### config.mk
export PLATFORM = sky130hd
export DESIGN_NAME = wb_retire_queue
export DESIGN_NICKNAME = d
export VERILOG_FILES = /design/src/rtl/wb_retire_queue.sv
export SDC_FILE = /design/constraint.sdc
export NUM_CORES = 1
export LEC_CHECK = 0
export CAP_MARGIN = 5
export CELL_PAD_IN_SITES_DETAIL_PLACEMENT = 0
export CELL_PAD_IN_SITES_GLOBAL_PLACEMENT = 1
export CORE_MARGIN = 8
export CORE_UTILIZATION = 42
export DETAILED_ROUTE_END_ITERATION = 8
export GPL_ROUTABILITY_DRIVEN = 0
export PLACE_DENSITY = 0.91
export SYNTH_ARGS = -nofsm -noshare
export SYNTH_HDL_FRONTEND = slang
export SYNTH_SLANG_ARGS = --single-unit
### constraint.sdc
create_clock -name clk -period 48.2 [get_ports clk]
set_clock_uncertainty 0.05 [all_clocks]
set_input_delay 9.64 -clock clk [delete_from_list [all_inputs] [get_ports clk]]
set_output_delay 9.64 -clock clk [all_outputs]
set_load 0.01 [all_outputs]
### src/rtl/wb_retire_queue.sv
// wb_retire_queue: in-order writeback/retire queue between the MEM stage and the
// regfile, CSR file and debug trace port.
//
// Accepts MEM results into a DEPTH-entry FIFO. It retires at most one entry per
// cycle from the head. An exception or ertn at retire flushes every queued entry.
// Pending register writes are forwarded to decode.
//
// Optional feature: define WB_TRACE_STALL_EN to make retire wait for trace_ready.
// Without it, trace_ready is ignored and the head retires every cycle it is valid.
//
// Ports
//   clk, resetn                 clock, synchronous active-low reset
//   in_valid / in_ready         MEM handshake (in_ready is WB_allowin)
//   in_*                        instruction payload from MEM
//   cnt_tid                     counter/TID value substituted for rfrom_cntid results
//   rf_we/rf_waddr/rf_wdata     regfile write port
//   csr_we/csr_num/csr_wvalue/csr_wmask   CSR write port
//   wb_ex/wb_ecode/wb_esubcode/wb_pc/wb_vaddr   exception report
//   ertn_flush                  ertn retiring
//   fwd_raddr / fwd_hit / fwd_data   forwarding lookup for decode
//   trace_ready                 trace sink accepts (used with WB_TRACE_STALL_EN)
//   debug_wb_*                  trace of the retiring entry
//   occupancy                   number of valid entries
module wb_retire_queue #(
  parameter int unsigned DATA_W = 32,
  parameter int unsigned DEST_W = 5,
  parameter int unsigned DEPTH  = 2
) (
  input  logic                      clk,
  input  logic                      resetn,
  // MEM stage interface
  input  logic                      in_valid,
  output logic                      in_ready,
  input  logic [DATA_W-1:0]         in_pc,
  input  logic [DATA_W-1:0]         in_result,
  input  logic [DATA_W-1:0]         in_vaddr,
  input  logic                      in_gr_we,
  input  logic [DEST_W-1:0]         in_dest,
  input  logic                      in_rfrom_cntid,
  input  logic                      in_csr_we,
  input  logic [13:0]               in_csr_num,
  input  logic [DATA_W-1:0]         in_csr_wvalue,
  input  logic [DATA_W-1:0]         in_csr_wmask,
  input  logic                      in_ex,
  input  logic [5:0]                in_ecode,
  input  logic [8:0]                in_esubcode,
  input  logic                      in_ertn,
  input  logic [DATA_W-1:0]         cnt_tid,
  // regfile write port
  output logic                      rf_we,
  output logic [DEST_W-1:0]         rf_waddr,
  output logic [DATA_W-1:0]         rf_wdata,
  // CSR write port
  output logic                      csr_we,
  output logic [13:0]               csr_num,
  output logic [DATA_W-1:0]         csr_wvalue,
  output logic [DATA_W-1:0]         csr_wmask,
  // exception / ertn report
  output logic                      wb_ex,
  output logic [5:0]                wb_ecode,
  output logic [8:0]                wb_esubcode,
  output logic [DATA_W-1:0]         wb_pc,
  output logic [DATA_W-1:0]         wb_vaddr,
  output logic                      ertn_flush,
  // forwarding to decode
  input  logic [DEST_W-1:0]         fwd_raddr,
  output logic                      fwd_hit,
  output logic [DATA_W-1:0]         fwd_data,
  // debug trace
  input  logic                      trace_ready,
  output logic [DATA_W-1:0]         debug_wb_pc,
  output logic [3:0]                debug_wb_rf_we,
  output logic [DEST_W-1:0]         debug_wb_rf_wnum,
  output logic [DATA_W-1:0]         debug_wb_rf_wdata,
  // status
  output logic [$clog2(DEPTH):0]    occupancy
);

  localparam int unsigned PTR_W = $clog2(DEPTH);
  localparam int unsigned CNT_W = PTR_W + 1;

  typedef struct packed {
    logic [DATA_W-1:0] pc;
    logic [DATA_W-1:0] result;
    logic [DATA_W-1:0] vaddr;
    logic              gr_we;
    logic [DEST_W-1:0] dest;
    logic              rfrom_cntid;
    logic              csr_we;
    logic [13:0]       csr_num;
    logic [DATA_W-1:0] csr_wvalue;
    logic [DATA_W-1:0] csr_wmask;
    logic              ex;
    logic [5:0]        ecode;
    logic [8:0]        esubcode;
    logic              ertn;
  } entry_t;

  entry_t             mem [DEPTH];
  entry_t             in_entry;
  entry_t             hd;
  logic [PTR_W-1:0]   head;
  logic [PTR_W-1:0]   tail;
  logic [CNT_W-1:0]   count;

  logic               head_valid;
  logic               trace_ok;
  logic               retire;
  logic               push;
  logic               flush;
  logic [DATA_W-1:0]  head_wdata;

  // Pack the incoming MEM payload
  always_comb begin
    in_entry             = '0;
    in_entry.pc          = in_pc;
    in_entry.result      = in_result;
    in_entry.vaddr       = in_vaddr;
    in_entry.gr_we       = in_gr_we;
    in_entry.dest        = in_dest;
    in_entry.rfrom_cntid = in_rfrom_cntid;
    in_entry.csr_we      = in_csr_we;
    in_entry.csr_num     = in_csr_num;
    in_entry.csr_wvalue  = in_csr_wvalue;
    in_entry.csr_wmask   = in_csr_wmask;
    in_entry.ex          = in_ex;
    in_entry.ecode       = in_ecode;
    in_entry.esubcode    = in_esubcode;
    in_entry.ertn        = in_ertn;
  end

`ifdef WB_TRACE_STALL_EN
  assign trace_ok = trace_ready;
`else
  logic unused_trace_ready;
  assign unused_trace_ready = trace_ready;
  assign trace_ok           = 1'b1;
`endif

  assign hd         = mem[head];
  assign head_valid = (count != '0);
  // Retire is held off in the reset cycle so no write escapes while the queue is discarded
  assign retire     = resetn & head_valid & trace_ok;
  // A full queue can still accept when its head leaves in the same cycle
  assign in_ready   = (count < CNT_W'(DEPTH)) | retire;
  assign push       = in_valid & in_ready;
  assign flush      = retire & (hd.ex | hd.ertn);

  // Queue storage, pointers and occupancy
  always_ff @(posedge clk) begin
    if (!resetn) begin
      head  <= '0;
      tail  <= '0;
      count <= '0;
      for (int unsigned i = 0; i < DEPTH; i++) begin
        mem[i] <= '0;
      end
    end else if (flush) begin
      // Younger entries and any same-cycle push are dropped
      head  <= '0;
      tail  <= '0;
      count <= '0;
    end else begin
      if (push) begin
        mem[tail] <= in_entry;
        tail      <= tail + PTR_W'(1);
      end
      if (retire) begin
        head <= head + PTR_W'(1);
      end
      count <= count + CNT_W'(push) - CNT_W'(retire);
    end
  end

  assign head_wdata = hd.rfrom_cntid ? cnt_tid : hd.result;

  // Retire-side outputs come straight from the head entry
  always_comb begin
    rf_we             = retire & hd.gr_we & ~hd.ex & ~hd.ertn;
    rf_waddr          = hd.dest;
    rf_wdata          = head_wdata;
    csr_we            = retire & hd.csr_we & ~hd.ex & ~hd.ertn;
    csr_num           = hd.csr_num;
    csr_wvalue        = hd.csr_wvalue;
    csr_wmask         = hd.csr_wmask;
    wb_ex             = retire & hd.ex;
    wb_ecode          = hd.ecode;
    wb_esubcode       = hd.esubcode;
    wb_pc             = hd.pc;
    wb_vaddr          = hd.vaddr;
    ertn_flush        = retire & hd.ertn;
    debug_wb_pc       = hd.pc;
    debug_wb_rf_we    = {4{rf_we}};
    debug_wb_rf_wnum  = hd.dest;
    debug_wb_rf_wdata = head_wdata;
    occupancy         = count;
  end

  // Forwarding: scan oldest to youngest so the youngest match wins
  always_comb begin
    logic [PTR_W-1:0] idx;
    idx      = '0;
    fwd_hit  = 1'b0;
    fwd_data = '0;
    for (int unsigned i = 0; i < DEPTH; i++) begin
      idx = head + PTR_W'(i);
      if ((CNT_W'(i) < count) && mem[idx].gr_we && !mem[idx].ex &&
          (mem[idx].dest == fwd_raddr) && (mem[idx].dest != '0)) begin
        fwd_hit  = 1'b1;
        fwd_data = mem[idx].rfrom_cntid ? cnt_tid : mem[idx].result;
      end
    end
  end

endmodule

Yosys cells after proc, flatten, opt, wreduce, memory -nomap -nowiden
Memories as Yosys holds them, arrays and structs flattened. A register that Yosys moved wholly into a read port is not among the register bits.
Index checks and enable logic that the tools add are counted.
Storage, ports and cells
  register bits: 4
  RAM bits: 398
  input bits: 240
  output and inout port bits: 307
  word-level logic and storage cells: 60
  memories: 1
Memory list
  mem: depth 2, bits a word 199, read ports 2, clocked after Yosys merged registers in 1, write ports 2, line 99  | entry_t mem [DEPTH];
Operators by class
  add/sub/neg operators: 4
  $lt $le $gt $ge: 3
  equality and inequality tests: 2
  mux-type cells: 16
  bitwise gates (word level): 16
  reduce and logical (&&, ||, !) cells: 15
Operator list (number)
  two-way mux 199 bit: 1
  OR reduction 199 bit: 1
  two-way mux 32 bit: 4
  bitwise AND 1 bit: 11
  two-way mux 1 bit: 11
  == test 5 bit: 2
  nonzero test 5 bit: 2
  logical AND 1 bit: 8
  less-than comparator 1 x 2 -> 1 bit, first input constant: 2
  inverter 1 bit: 3
  adder 1 bit, second input constant: 2
  adder 2 x 1 -> 2 bit: 1
  logical NOT 1 bit: 2
  less-than comparator 2 bit, second input constant: 1
  OR 1 bit: 2
  nonzero test 2 bit: 1
  OR reduction 2 bit: 1
  subtractor 2 x 1 -> 2 bit: 1

Logic depth before layout (Yosys ltp)
  word-level depth: 10
  depth in mapped cells: 9

Least setup slack after synthesis
OpenSTA, ideal clock, no wires.
  path kind: in2reg
  start: input port resetn
  end: memory mem[0][0] (netlist name) (enable)
  arrival: 23735 ps
  path slack: 23382 ps
  stages on the path: 3
  path buffers: 0
  cell sequence: o31a_1 nand2_1 o21ai_0
RTL lines
  from (decl): line 30  | input logic resetn,
  to (decl): line 99

Worst setup path in the final report
  start: input port fwd_raddr[2]
  end: output port fwd_data[31]
On the way
  word-level cells in the longest chain between the ends: 5
  elaborated cells on any way between the ends: 8
  those cells by class: eq/ne: 2; mux: 2; reduce/logical: 4
RTL lines
  from (decl): line 66  | input logic [DEST_W-1:0] fwd_raddr,
  == test 5 bit: line 208  | (mem[idx].dest == fwd_raddr) && (mem[idx].dest != '0)) begin
  logical AND 1 bit: line 207  | if ((CNT_W'(i) < count) && mem[idx].gr_we && !mem[idx].ex &&
  logical AND 1 bit: line 208
  two-way mux 32 bit: line 207
  two-way mux 32 bit *: line 207
  to (decl): line 68  | output logic [DATA_W-1:0] fwd_data,
Mark *: on every way between the ends. The rest lies on a longest branch, timed or not.

==> results.txt <==
----------------------------------------------------
[Yosys]
  Yosys warning total ... 0
  Netlist Area Pre-Place ... 20000 um2
  Portion of the post-synthesis area used by sequential elements ... 60.3%
  Syn_nets ... 1736
  Number of storage elements in the synthesis netlist ... 403
  Number of instances in the synthesized netlist ... 1494
  Mean instance size in the synthesized netlist ... 13.4 um2
  Synth unique cells ... 39

[Final layout]
  Most common cell after layout, fill and taps aside ... sky130_fd_sc_hd__clkdlybuf4s50_1
  Syn-to-layout area delta ... 33.8%
  Share of final-layout standard cells stronger than drive strength 1 ... 14.5%
  Final non-filler cell total ... 2583
  Top library cells by usage in the layout, fill and taps aside ... 545 x sky130_fd_sc_hd__clkdlybuf4s50_1, 431 x sky130_fd_sc_hd__and2_1, 398 x sky130_fd_sc_hd__edfxtp_1
  Count of fill cells added during filler insertion ... 3894
  Post-layout nets ... 2170

[Power]
  Total power consumption of the routed design ... 1.26 mW
  Ratio of total power to cell area ... 47.0 nW/um2
  Maximum resistive drop on vdd ... 0.0000323 V
  Static Leak ... 9.85 nW

[STA]
  Max_slew headroom ... 22.8%
  Final Worst Setup Slack ... 25840 ps
  Number of hold-slack violations in the final timing report ... 0
  Setup TNS ... 0 ps
  Setup repair after global routing missed its margin ... no
  Final count of negative-setup-slack endpoints ... 0
  Final critical path time including I/O delays and setup ... 22360 ps
  Share of the clock period used by the worst path after layout ... 46.4%
  FMAX ... 44.7 MHz
  Fin. max-slew vios ... 0
  Worst Tran Pin Value ... 1160 ps

[Floorplan]
  Die boundary width ... 234 um
  Number of top-level design ports ... 547
  Cell row count ... 80
  Starting Density ... 42.2%
  Die footprint ... 54900 um2
  Core footprint ... 47300 um2
  Vertical extent of the die ... 234 um

[Clock network]
  Clock input transition at the sequential cells of the worst setup and hold paths ... 60 ps
  Root buf cell ... sky130_fd_sc_hd__clkbuf_16
  TritonCTS Buffers ... 43
  Number of H-tree branching levels ... 2
  Number of buffers inserted by hold repair at cts ... 0
  Number of gates resized after cts ... 0
  Clock tree from TritonCTS ... done
  Clk sink count ... 403
  Number of buffers between clock root and the deepest sink ... 3
  Insertion delay to the later sink of the worst-skew pair ... 550 ps
  Post-CTS setup repair buffer count ... 0

[Drt]
  Total via count in the routed design ... 13100
  1st-iter DRT viols ... 866
  Remaining DRCs ... 0
  Iteration count of the initial detailed-routing pass ... 5
  Detail-routed net length per standard cell ... 21.4 um
  Via-per-instance ratio ... 5.07
  Final routed wirelength across all metal layers ... 55.2 mm
  Antenna Violating Nets Remaining ... 0

[Critical path]
  Worst path max stage delay ... 950 ps
  Sort of element at the start of the critical path ... input pin
  Slowest cell on crit path ... sky130_fd_sc_hd__and3_2
  Cell breakdown of the critical path ... clkdlybuf4s50_1 > xor2_1 > and3_1 > buf_4 > and3_2 > o41ai_2 > clkdlybuf4s50_1
  Setup slack on the worst flop-to-flop path ... 41950 ps
  Timing startpoint of the critical path ... fwd_raddr[2]
  Dominant cell type by count on the critical path ... sky130_fd_sc_hd__clkdlybuf4s50_1
  CP endpoint kind ... output port
  FF-to-FF path depth ... 7
  Destination of the worst register-to-register timing path ... mem[1][186]
  Maximum fanout along the worst path ... 33
  Crit path DAT ... 12670 ps
  Required time of the critical path ... 38510 ps
  Class of the most critical setup path ... in2out

[Placement]
  Detail Placement HPWL ... 37.6 mm
  Number of I/O port buffers ... 545
  Number of cells after detailed placement ... 2498
  Pre-CTS WS ... 25850 ps

[Worst hold path]
  Worst hold path stage count ... 2
  Endpoint of the worst hold path ... occupancy[1]
  Min-Delay Startpoint ... occupancy[1]
  HP Class ... reg2reg

[GRT]
  Antenna violations before repair ... 15
  Via count of the first global-routing pass ... 13500
  Overflow left after global routing ... 0
  Pin count of the biggest net entering global routing ... 147
  First-pass GRT wire length ... 80.5 mm
  Global-route total usage across every layer ... 19.2%

[Outcome]
  Outcome ... complete, no violations

[Flow run]
  Count of max-cap constraint violations ... 0

----------------------------------------------------
-- cell families (layout without fill, tap and decap cells) --
family          after synthesis  in the layout  share of synthesized area, %
other cells                   0              7                             0
xor+xnor                     12             12                         0.526
simple gates                592            592                          17.2
flops                       403            403                          60.3
mux                         236            236                          12.9
fa+ha+maj                     2              2                         0.125
buf+inv                     175            642                          5.25
compound gates               74             74                          3.70
-- routing by layer --
layer	global-route usage (%)	wire length, um	share of wire [%]	vias up
met5	0	88	0.16	-
met4	6.00	1500	2.7	16
met3	8.32	6140	11	99
met2	33.3	27800	50	469
met1	21.1	19700	36	6375
li1	-	-	-	6143
-- report_power, final --
group          internal (mW)  total (mW)  switching [mW]
clock network          0.184       0.320           0.136
registers              0.446       0.470          0.0244
logic                  0.243       0.467           0.224
total                  0.873        1.26           0.385
-- how the worst max path moves through the flow --
| stage | endpoint | slack [ps] |
|---|---|---|
| CTS | fwd_data[31] | 25840 |
| global placement | fwd_data[31] | 25880 |
| finish | fwd_data[31] | 25840 |
| detailed placement | fwd_data[31] | 25850 |
| global route | fwd_data[31] | 25700 |
| floorplan | mem[0][0] | 23380 |
-- worst max-delay path, delay by kind of cell --
kind / cells / cell delay, ps
and+or+nand+nor: 2 / 1140
xor gates and xnor gates: 1 / 140
buffers and inverters: 3 / 1450
AOI/OAI and AO/OA: 1 / 260
-- area by class of cell --
class	instances	area (um2)	area share, %
flip-flops and latches	403	12100	45.1
repair buffers	561	5590	20.9
well taps	615	769	2.88
clock buffers	54	1140	4.25
clock inverters	24	216	0.809
multi-input cells	916	6960	26.0
inverters	3	11.3	0.0421
diodes	7	17.5	0.0655
-- cell usage after synthesis --
cell / number / area [um2]
sky130_fd_sc_hd__clkbuf_2: 1 / 5.00
sky130_fd_sc_hd__edfxtp_1: 398 / 12000
sky130_fd_sc_hd__nor3b_1: 1 / 7.51
sky130_fd_sc_hd__xor2_1: 8 / 70.1
sky130_fd_sc_hd__nor2_2: 1 / 6.26
sky130_fd_sc_hd__a31oi_1: 1 / 6.26
sky130_fd_sc_hd__o31a_1: 2 / 17.5
sky130_fd_sc_hd__or2_1: 1 / 6.26
sky130_fd_sc_hd__buf_6: 6 / 67.6
sky130_fd_sc_hd__or2_2: 1 / 6.26
sky130_fd_sc_hd__nand2b_1: 3 / 18.8
sky130_fd_sc_hd__nand3_2: 1 / 10.0
sky130_fd_sc_hd__o41ai_1: 2 / 17.5
sky130_fd_sc_hd__ha_1: 2 / 25.0
sky130_fd_sc_hd__mux2_4: 4 / 60.1
sky130_fd_sc_hd__nand4_1: 32 / 200
sky130_fd_sc_hd__mux2i_2: 1 / 13.8
sky130_fd_sc_hd__buf_4: 75 / 563
sky130_fd_sc_hd__buf_12: 1 / 20.0
sky130_fd_sc_hd__o32ai_1: 1 / 8.76
sky130_fd_sc_hd__mux2_2: 158 / 1780
sky130_fd_sc_hd__dfxtp_1: 5 / 100
sky130_fd_sc_hd__mux2i_1: 73 / 731
sky130_fd_sc_hd__inv_1: 3 / 11.3
sky130_fd_sc_hd__nor2_1: 106 / 398
sky130_fd_sc_hd__nor3_2: 2 / 20.0
sky130_fd_sc_hd__nor4b_2: 1 / 15.0
sky130_fd_sc_hd__and3_1: 3 / 18.8
sky130_fd_sc_hd__nor3_1: 1 / 5.00
sky130_fd_sc_hd__o21ai_0: 2 / 10.0
sky130_fd_sc_hd__xnor2_1: 4 / 35.0
sky130_fd_sc_hd__buf_2: 39 / 195
sky130_fd_sc_hd__clkbuf_1: 50 / 188
sky130_fd_sc_hd__o21ai_1: 2 / 10.0
sky130_fd_sc_hd__and2_1: 431 / 2700
sky130_fd_sc_hd__a21oi_1: 33 / 165
sky130_fd_sc_hd__nand2_1: 6 / 22.5
sky130_fd_sc_hd__o41ai_2: 31 / 504
sky130_fd_sc_hd__nor4_1: 2 / 12.5
-- sequential cells by signal (all words and copies together) (netlist names), named ones only --
register	flops
mem	398
occupancy	2
tail	1
head	1
-- per-stage QoR --
stage	hold WS (ps)	utilization, %	area [um2]
floorplan	478	-	20000
finish	594	56.5	26800
global route	630	56.5	26700
detailed placement	577	53.6	25400
CTS	593	56.5	26700
global placement	561	53.6	25400
Note: power is estimated with default switching activity, not from simulation.
